File: config.mk
export PLATFORM = sky130hd
export DESIGN_NAME = mesm6_memarb
export DESIGN_NICKNAME = d
export VERILOG_FILES = /design/src/rtl/mesm6_memarb.sv
export SDC_FILE = /design/constraint.sdc
export NUM_CORES = 1
export LEC_CHECK = 0
export CAP_MARGIN = 20
export CORE_ASPECT_RATIO = 1.1
export CORE_MARGIN = 2
export CORE_UTILIZATION = 40
export DETAILED_ROUTE_END_ITERATION = 12
export PLACE_DENSITY = 0.8
export SYNTH_ARGS = -nofsm -noshare
export SYNTH_HDL_FRONTEND = slang
export SYNTH_SLANG_ARGS = --single-unit
File: constraint.sdc
create_clock -name clk -period 2.3 [get_ports clk]
set_input_delay 0.69 -clock clk [delete_from_list [all_inputs] [get_ports clk]]
set_output_delay 0.69 -clock clk [all_outputs]
set_load 0.02 [all_outputs]
File: src/rtl/mesm6_memarb.sv
`default_nettype none
// ============================================================================
// Module   : mesm6_memarb
// Brief    : Round-robin arbiter of core fetch/data requests onto one memory port
// Revision : 1.0
// ============================================================================
module mesm6_memarb #(
  parameter int TIMEOUT = 255
) (
  input  logic        clk,
  input  logic        reset,
  input  logic        ibus_fetch,
  input  logic [14:0] ibus_addr,
  output logic [47:0] ibus_input,
  output logic        ibus_done,
  input  logic        dbus_read,
  input  logic        dbus_write,
  input  logic [14:0] dbus_addr,
  input  logic [47:0] dbus_output,
  output logic [47:0] dbus_input,
  output logic        dbus_done,
  output logic        mem_req,
  output logic        mem_we,
  output logic [14:0] mem_addr,
  output logic [47:0] mem_wdata,
  input  logic [47:0] mem_rdata,
  input  logic        mem_ack,
  output logic        bus_error
);

  typedef enum logic [1:0] {
    S_IDLE   = 2'd0,
    S_ACCESS = 2'd1,
    S_RESP   = 2'd2
  } state_t;

  localparam logic [7:0] C_LAST_CNT = 8'(TIMEOUT - 1);

  state_t     r_state;
  logic       r_grant_data;
  logic       r_last_fetch;
  logic [7:0] r_cnt;

  logic w_dreq;
  logic w_pick_data;

  // Data wins a tie only when fetch held the previous grant
  assign w_dreq      = dbus_read | dbus_write;
  assign w_pick_data = w_dreq & (~ibus_fetch | r_last_fetch);

  always_ff @(posedge clk) begin
    if (reset) begin
      r_state      <= S_IDLE;
      r_grant_data <= 1'b0;
      r_last_fetch <= 1'b1;
      r_cnt        <= 8'd0;
      mem_req      <= 1'b0;
      mem_we       <= 1'b0;
      mem_addr     <= 15'd0;
      mem_wdata    <= 48'd0;
      ibus_done    <= 1'b0;
      dbus_done    <= 1'b0;
      bus_error    <= 1'b0;
      ibus_input   <= 48'd0;
      dbus_input   <= 48'd0;
    end else begin
      ibus_done <= 1'b0;
      dbus_done <= 1'b0;
      bus_error <= 1'b0;
      case (r_state)
        S_IDLE: begin
          if (ibus_fetch | w_dreq) begin
            r_state      <= S_ACCESS;
            mem_req      <= 1'b1;
            r_cnt        <= 8'd0;
            r_grant_data <= w_pick_data;
            r_last_fetch <= ~w_pick_data;
            if (w_pick_data) begin
              mem_we    <= dbus_write;
              mem_addr  <= dbus_addr;
              mem_wdata <= dbus_output;
            end else begin
              mem_we    <= 1'b0;
              mem_addr  <= ibus_addr;
              mem_wdata <= 48'd0;
            end
          end
        end
        S_ACCESS: begin
          // An ack in the timeout cycle still wins over the abort
          if (mem_ack || (r_cnt == C_LAST_CNT)) begin
            r_state   <= S_RESP;
            mem_req   <= 1'b0;
            mem_we    <= 1'b0;
            bus_error <= ~mem_ack;
            if (r_grant_data) begin
              dbus_done <= 1'b1;
              if (!mem_we) dbus_input <= mem_ack ? mem_rdata : 48'd0;
            end else begin
              ibus_done <= 1'b1;
              ibus_input <= mem_ack ? mem_rdata : 48'd0;
            end
          end else begin
            r_cnt <= r_cnt + 8'd1;
          end
        end
        S_RESP: begin
          r_state <= S_IDLE;
        end
        default: begin
          r_state <= S_IDLE;
        end
      endcase
    end
  end

endmodule
`default_nettype wire

==> flow_metrics.py, run 1 <==
metrics = {
    "drt": {
        "vias_per_cell": 5.60,
        "drt_iter0_markers": 487,
        "ant_nets": 0,
        "wl_per_cell_um": 19.3,
        "dr_total_vias": 5692,
        "first_pass_iters": 8,
        "drcViolationCount": 0,
        "wirelength_mm": 19.6,
    },
    "worst_setup_path": {
        "critPathMaxFanout": 3,
        "crit_buf_inv": 1,
        "ff2ff_setup_slack_ps": 500,
        "path_delay_family": "buffers and inverters",
        "cp_slowest_cell": "clkdlybuf4s50_1",
        "crit_required_ps": 1610,
        "crit_chain": "clkdlybuf4s50_1",
        "crit_arrival_ps": 1480,
        "critPathLaunchType": "flop",
        "end_kind": "primary output",
        "timing_worst_setup_path_type": "flop to primary output",
        "cpPeakStageDelay_ps": 680,
    },
    "logic_synthesis": {
        "synth_top_family_by_area": "compound AO/OA/AOI/OAI gates",
        "synth_top_flop_cell": "dfxtp_1",
        "synth_nets": 665,
        "muxShareOfSynthArea": 0,
        "synth_fa_ha_area_frac": 0.00420,
        "ys_ff_latch": 176,
        "async_flop_share": 0,
        "synth_compound_area_frac": 0.278,
        "seq_area_frac_synth": 0.591,
        "avgSynthCellArea_um2": 11.2,
        "yosysWarningCount": 0,
        "synth-simple-area-share": 0.0808,
        "synthesis.instances": 531,
        "synth-xor-area-share": 0,
        "synth_edf_count": 0,
        "synth_cell_type_count": 37,
        "synthesis.area_um2": 5960,
    },
    "clock_tree": {
        "cts.sinks": 176,
        "clkLatencyLatePin_ps": 420,
        "cts_buffers": 17,
        "ctsHoldBuffers": 0,
        "htree_levels": 4,
        "cts_tree": "done",
        "ctsResizeCount": 0,
        "clkTransAtPathRegs_ps": 60,
        "root_buffer": "clkbuf_16",
        "clockBufferDepth": 2,
        "cts_setup_buffers": 0,
    },
    "global_route": {
        "antenna_found_initial": 0,
        "grtUsageMet1": 0.274,
        "grt-ovfl-total": 0,
        "met3_usage": 0.0666,
        "grtUsageTotal": 0.241,
        "grt-busiest-layer": "met2",
        "grt_use_met2": 0.418,
        "grt_pass1_vias": 5549,
        "grt_first_pass_wirelength_mm": 30.2,
        "grt_max_degree": 76,
    },
    "pwr": {
        "leakage_nw": 3.57,
        "seqPwrFrac": 0.433,
        "switching_power_mw": 1.95,
        "internal_power_mw": 5.71,
        "pwr-share-comb": 0.183,
        "pwr_density_cell_nw_per_um2": 779,
        "ir_worst_vdd_v": 0.000485,
        "finalPower_mw": 7.66,
        "swShare": 0.255,
        "power.share.clock": 0.384,
    },
    "min_path": {
        "hold_class": "flop to flop",
    },
    "cells_and_area": {
        "fin_nets": 946,
        "n_fill_cell": 1100,
        "seq_area_um2": 3520,
        "multi_input_area_um2": 2210,
        "area_growth_pct": 64.9,
        "drive_above_1_share": 0.0813,
        "postLayoutCellArea_um2": 9830,
        "n_antenna_cell": 0,
    },
    "placement": {
        "place_area_um2": 9230,
        "place.gp.congestion": 0.924,
        "io_buffers": 295,
        "dp_hpwl_mm": 14.2,
    },
    "floorplan": {
        "die_w_um": 120,
        "dieArea_um2": 15900,
        "ios": 296,
        "rows": 46,
        "core_um2": 14500,
        "start_util": 0.411,
        "die_h_um": 132,
    },
    "sta": {
        "fin_crit_sh": 0.944,
        "whs_ps": 464,
        "max_slew_margin": 0.641,
        "fmax_ghz": 0.461,
        "setup_viol": 0,
        "worstMarginPinSlew_ps": 535,
        "hold_viol": 0,
        "rsz0062_at_grt": "no",
        "period_minus_slack_ps": 2170,
        "slew_viol_final": 0,
        "finClkSkew_ps": 7.29,
    },
    "status": {
        "status": "finished, final reports clean",
    },
    "run": {
        "maxCapViolations": 0,
    },
}
[state kept, by name (all words and copies together) (netlist names)]
register	cells
bus_error	1
dbus_done	1
dbus_input	48
ibus_done	1
ibus_input	48
mem_addr	15
mem_req	1
mem_wdata	48
mem_we	1
r_cnt	8
r_grant_data	1
r_last_fetch	1
r_state	2
[per-stage QoR]
stage / TNS, ps / worst slack (ps) / utilization / instances
after global placement: 0 / 23.1 / 0.636 / 985
after global routing: 0 / 56.5 / 0.678 / 1016
after floorplan: 0 / 441 / - / 531
after CTS: 0 / 110 / 0.678 / 1016
final: 0 / 129 / 0.678 / 1016
after detailed placement: -1210 / -107 / 0.636 / 985
[synth_stat cells, types with 2 or more instances]
master	count	area share
dfxtp_1	176	0.59
a32o_1	96	0.16
nor2_1	69	0.043
a22oi_1	48	0.060
clkbuf_1	32	0.020
buf_2	19	0.016
a222oi_1	15	0.025
a21oi_1	9	0.0076
nand3_1	9	0.0076
inv_1	5	0.0031
nand2_1	5	0.0031
nor3_1	5	0.0042
a31oi_1	3	0.0031
buf_6	3	0.0057
o21ai_0	3	0.0025
or2_1	3	0.0031
or4_1	3	0.0038
a211oi_1	2	0.0025
a311oi_1	2	0.0029
and3_1	2	0.0021
buf_1	2	0.0013
ha_1	2	0.0042
nor2b_1	2	0.0021
o211ai_1	2	0.0025
or2_2	2	0.0021
[area by class of cell]
type	instances	share of cell area
Inverter	5	0.00191
Tap cell	192	0.0244
Clock buffer	23	0.0486
Sequential cell	176	0.358
Timing Repair Buffer	318	0.329
Clock inverter	8	0.0131
Multi-Input combinational cell	294	0.225
[cells by family (layout without fill, tap and decap cells)]
group           Yosys count  count (layout)
compound gates          186             186
simple gates            106             106
fa+ha+maj                 2               2
buf+inv                  61             354
flops                   176             176
[placed cells by master, fill, tap and decap left out, types with 3 or more instances in the layout]
cell type        count
nor2_1              68
o21ai_0              3
clkbuf_1             3
clkbuf_16           17
buf_4               14
nand2_1              5
a222oi_1            15
nand3_1              9
bufinv_16            3
clkbuf_8             3
dfxtp_1            176
clkdlybuf4s50_1    294
or2_2                3
a32o_1              96
a31oi_1              3
inv_1                5
buf_12               9
nor3_1               4
or4_1                3
a21oi_1              7
a22oi_1             48
[routing by layer]
metal	wire (µm)	share of wire	vias up
li1	-	-	2643
met5	0	0	-
met1	7390	0.38	2762
met2	10200	0.52	235
met4	784	0.040	0
met3	1220	0.062	52
[power by group through the flow]
stage | combinational [mW] | clock (mW) | sequential, mW
after floorplan | 0.450 | 0 | 3.56
after global placement | 1.36 | 0 | 3.37
after detailed placement | 1.40 | 0 | 3.38
after CTS | 1.41 | 3.00 | 3.31
after global routing | 1.48 | 3.14 | 3.33
final | 1.40 | 2.94 | 3.31
[path summary, 6_finish.rpt]
| kind | from | endpoint | depth (start not counted) |
|---|---|---|---|
| max reg2reg | r_state[1] | mem_addr[7] | 5 |
| max | mem_we | mem_we | 1 |
| min | ibus_input[11] | ibus_input[11] | 1 |
| min reg2reg | ibus_input[11] | ibus_input[11] | 1 |
Power figures use the tool's default switching activity.
==> run 2: changes to the inputs <==
--- a/config.mk
+++ b/config.mk
@@ -15,2 +15,3 @@
 export SYNTH_HDL_FRONTEND = slang
 export SYNTH_SLANG_ARGS = --single-unit
+export TNS_END_PERCENT = 100
==> constraint.sdc (replaced) <==
create_clock -name clk -period 2.3 [get_ports clk]
set_input_delay 0.46 -clock clk [delete_from_list [all_inputs] [get_ports clk]]
set_output_delay 0.46 -clock clk [all_outputs]
set_load 0.02 [all_outputs]
==> run 2 against run 1 <==
  * Worst hold slack worse by 16 ps
  * Largest cell class unchanged
  * Critical path type unchanged
  * Global-route usage barely moved
  * Critical endpoint unchanged
  * Register-to-register slack lost 60 ps
==> flow_metrics.py, run 2 (synthesis results as in run 1) <==
metrics = {
    "status": {
        "status": "finished, final reports clean",
    },
    "sta": {
        "fin_crit_sh": 0.859,
        "max_slew_margin": 0.618,
        "slew_viol_final": 0,
        "worstMarginPinSlew_ps": 573,
        "hold_viol": 0,
        "tns_ps": 0,
        "setup_viol": 0,
        "rsz0062_at_grt": "no",
        "finClkSkew_ps": 10.0,
        "fmax_ghz": 0.506,
        "period_minus_slack_ps": 1980,
    },
    "cells_and_area": {
        "postLayoutCellArea_um2": 9760,
        "layout_common_cells": "clkdlybuf4s50_1 (294), dfxtp_1 (176), a32o_1 (96)",
        "drive_above_1_share": 0.0781,
        "n_antenna_cell": 0,
        "fin_nets": 940,
        "fin_cells": 1011,
        "area_growth_pct": 63.8,
        "reg_top3": "dbus_input x48, ibus_input x48, mem_wdata x48",
        "final_common_cell": "clkdlybuf4s50_1",
        "utilization": 0.673,
    },
    "clock_tree": {
        "ctsHoldBuffers": 0,
        "htree_levels": 4,
        "clockBufferDepth": 2,
        "clkTransAtPathRegs_ps": 60,
        "cts.sinks": 176,
        "cts_setup_buffers": 0,
        "root_buffer": "clkbuf_16",
        "clkLatencyLatePin_ps": 420,
        "cts_buffers": 17,
        "ctsResizeCount": 0,
        "cts_tree": "done",
    },
    "worst_setup_path": {
        "crit_arrival_ps": 1520,
        "critPathMaxFanout": 3,
        "crit_chain": "clkdlybuf4s50_1",
        "crit_start": "mem_we",
        "cpPeakStageDelay_ps": 690,
        "worstReg2RegStart": "r_cnt[3]",
        "path_delay_family": "buffers and inverters",
        "crit_buf_inv": 1,
        "cp_slowest_cell": "clkdlybuf4s50_1",
        "end_kind": "primary output",
        "timing_worst_setup_path_type": "flop to primary output",
        "crit_required_ps": 1840,
        "ff2ff_setup_slack_ps": 440,
        "critPathLaunchType": "flop",
    },
    "drt": {
        "first_pass_iters": 7,
        "drt_iter0_markers": 583,
        "drcViolationCount": 0,
        "wirelength_mm": 19.8,
        "vias_per_cell": 5.67,
        "wl_per_cell_um": 19.6,
        "dr_total_vias": 5737,
        "ant_nets": 0,
    },
    "pwr": {
        "leakage_nw": 3.52,
        "pwr_density_cell_nw_per_um2": 783,
        "ir_worst_vdd_v": 0.000429,
    },
    "floorplan": {
        "dieArea_um2": 15900,
        "die_w_um": 120,
        "start_util": 0.411,
        "die_h_um": 132,
        "rows": 46,
        "core_um2": 14500,
        "ios": 296,
    },
    "placement": {
        "io_buffers": 295,
        "place.gp.congestion": 0.870,
        "dp_hpwl_mm": 14.0,
        "place_area_um2": 9160,
        "place_inst": 979,
    },
    "run": {
        "maxCapViolations": 0,
    },
    "global_route": {
        "antenna_found_initial": 0,
        "grt_max_degree": 97,
        "grt_pass1_vias": 5599,
        "grt_first_pass_wirelength_mm": 30.2,
        "grt-ovfl-total": 0,
        "grtUsageTotal": 0.241,
    },
    "min_path": {
        "hold_class": "input pin to flop",
        "worstHoldStart": "reset",
    },
}
==> run 2: layout make-up <==
class,instances,area [µm²]
Timing Repair Buffer,312,3160
Tap cell,192,240
Inverter,5,18.8
Sequential cell,176,3520
Clock inverter,14,179
Fill cell,1135,4740
Multi-Input combinational cell,294,2210
Clock buffer,18,429
==> run 2: final timing paths <==
kind                    endpoint  cells after the start
setup reg to reg  ibus_input[22]                      5
setup / recovery          mem_we                      1
hold / removal      mem_wdata[1]                      2
hold reg to reg   ibus_input[20]                      1
==> run 2: stage by stage <==
stage                     worst slack, ps  hold slack (ps)  power (mW)
final                                 323              449        7.65
after CTS                             304              448        7.70
after global routing                  274              460        7.95
after detailed placement              144              453        4.75
after global placement                182              446        4.70
after floorplan                       671              423        4.01
==> run 2: report_power, final <==
part	switching [mW]	internal, mW	leakage [nW]
combinational	0.702	0.675	1.80
sequential	0.103	3.22	1.43
clock	1.22	1.73	0.281
total	2.03	5.62	3.52
==> run 2: metal layers <==
metal / track usage / wire length (µm) / vias up
met5: 0 / 0 / -
met4: 0.131 / 842 / 0
met3: 0.0588 / 1210 / 60
met2: 0.416 / 10300 / 266
met1: 0.272 / 7470 / 2778
li1: - / - / 2633
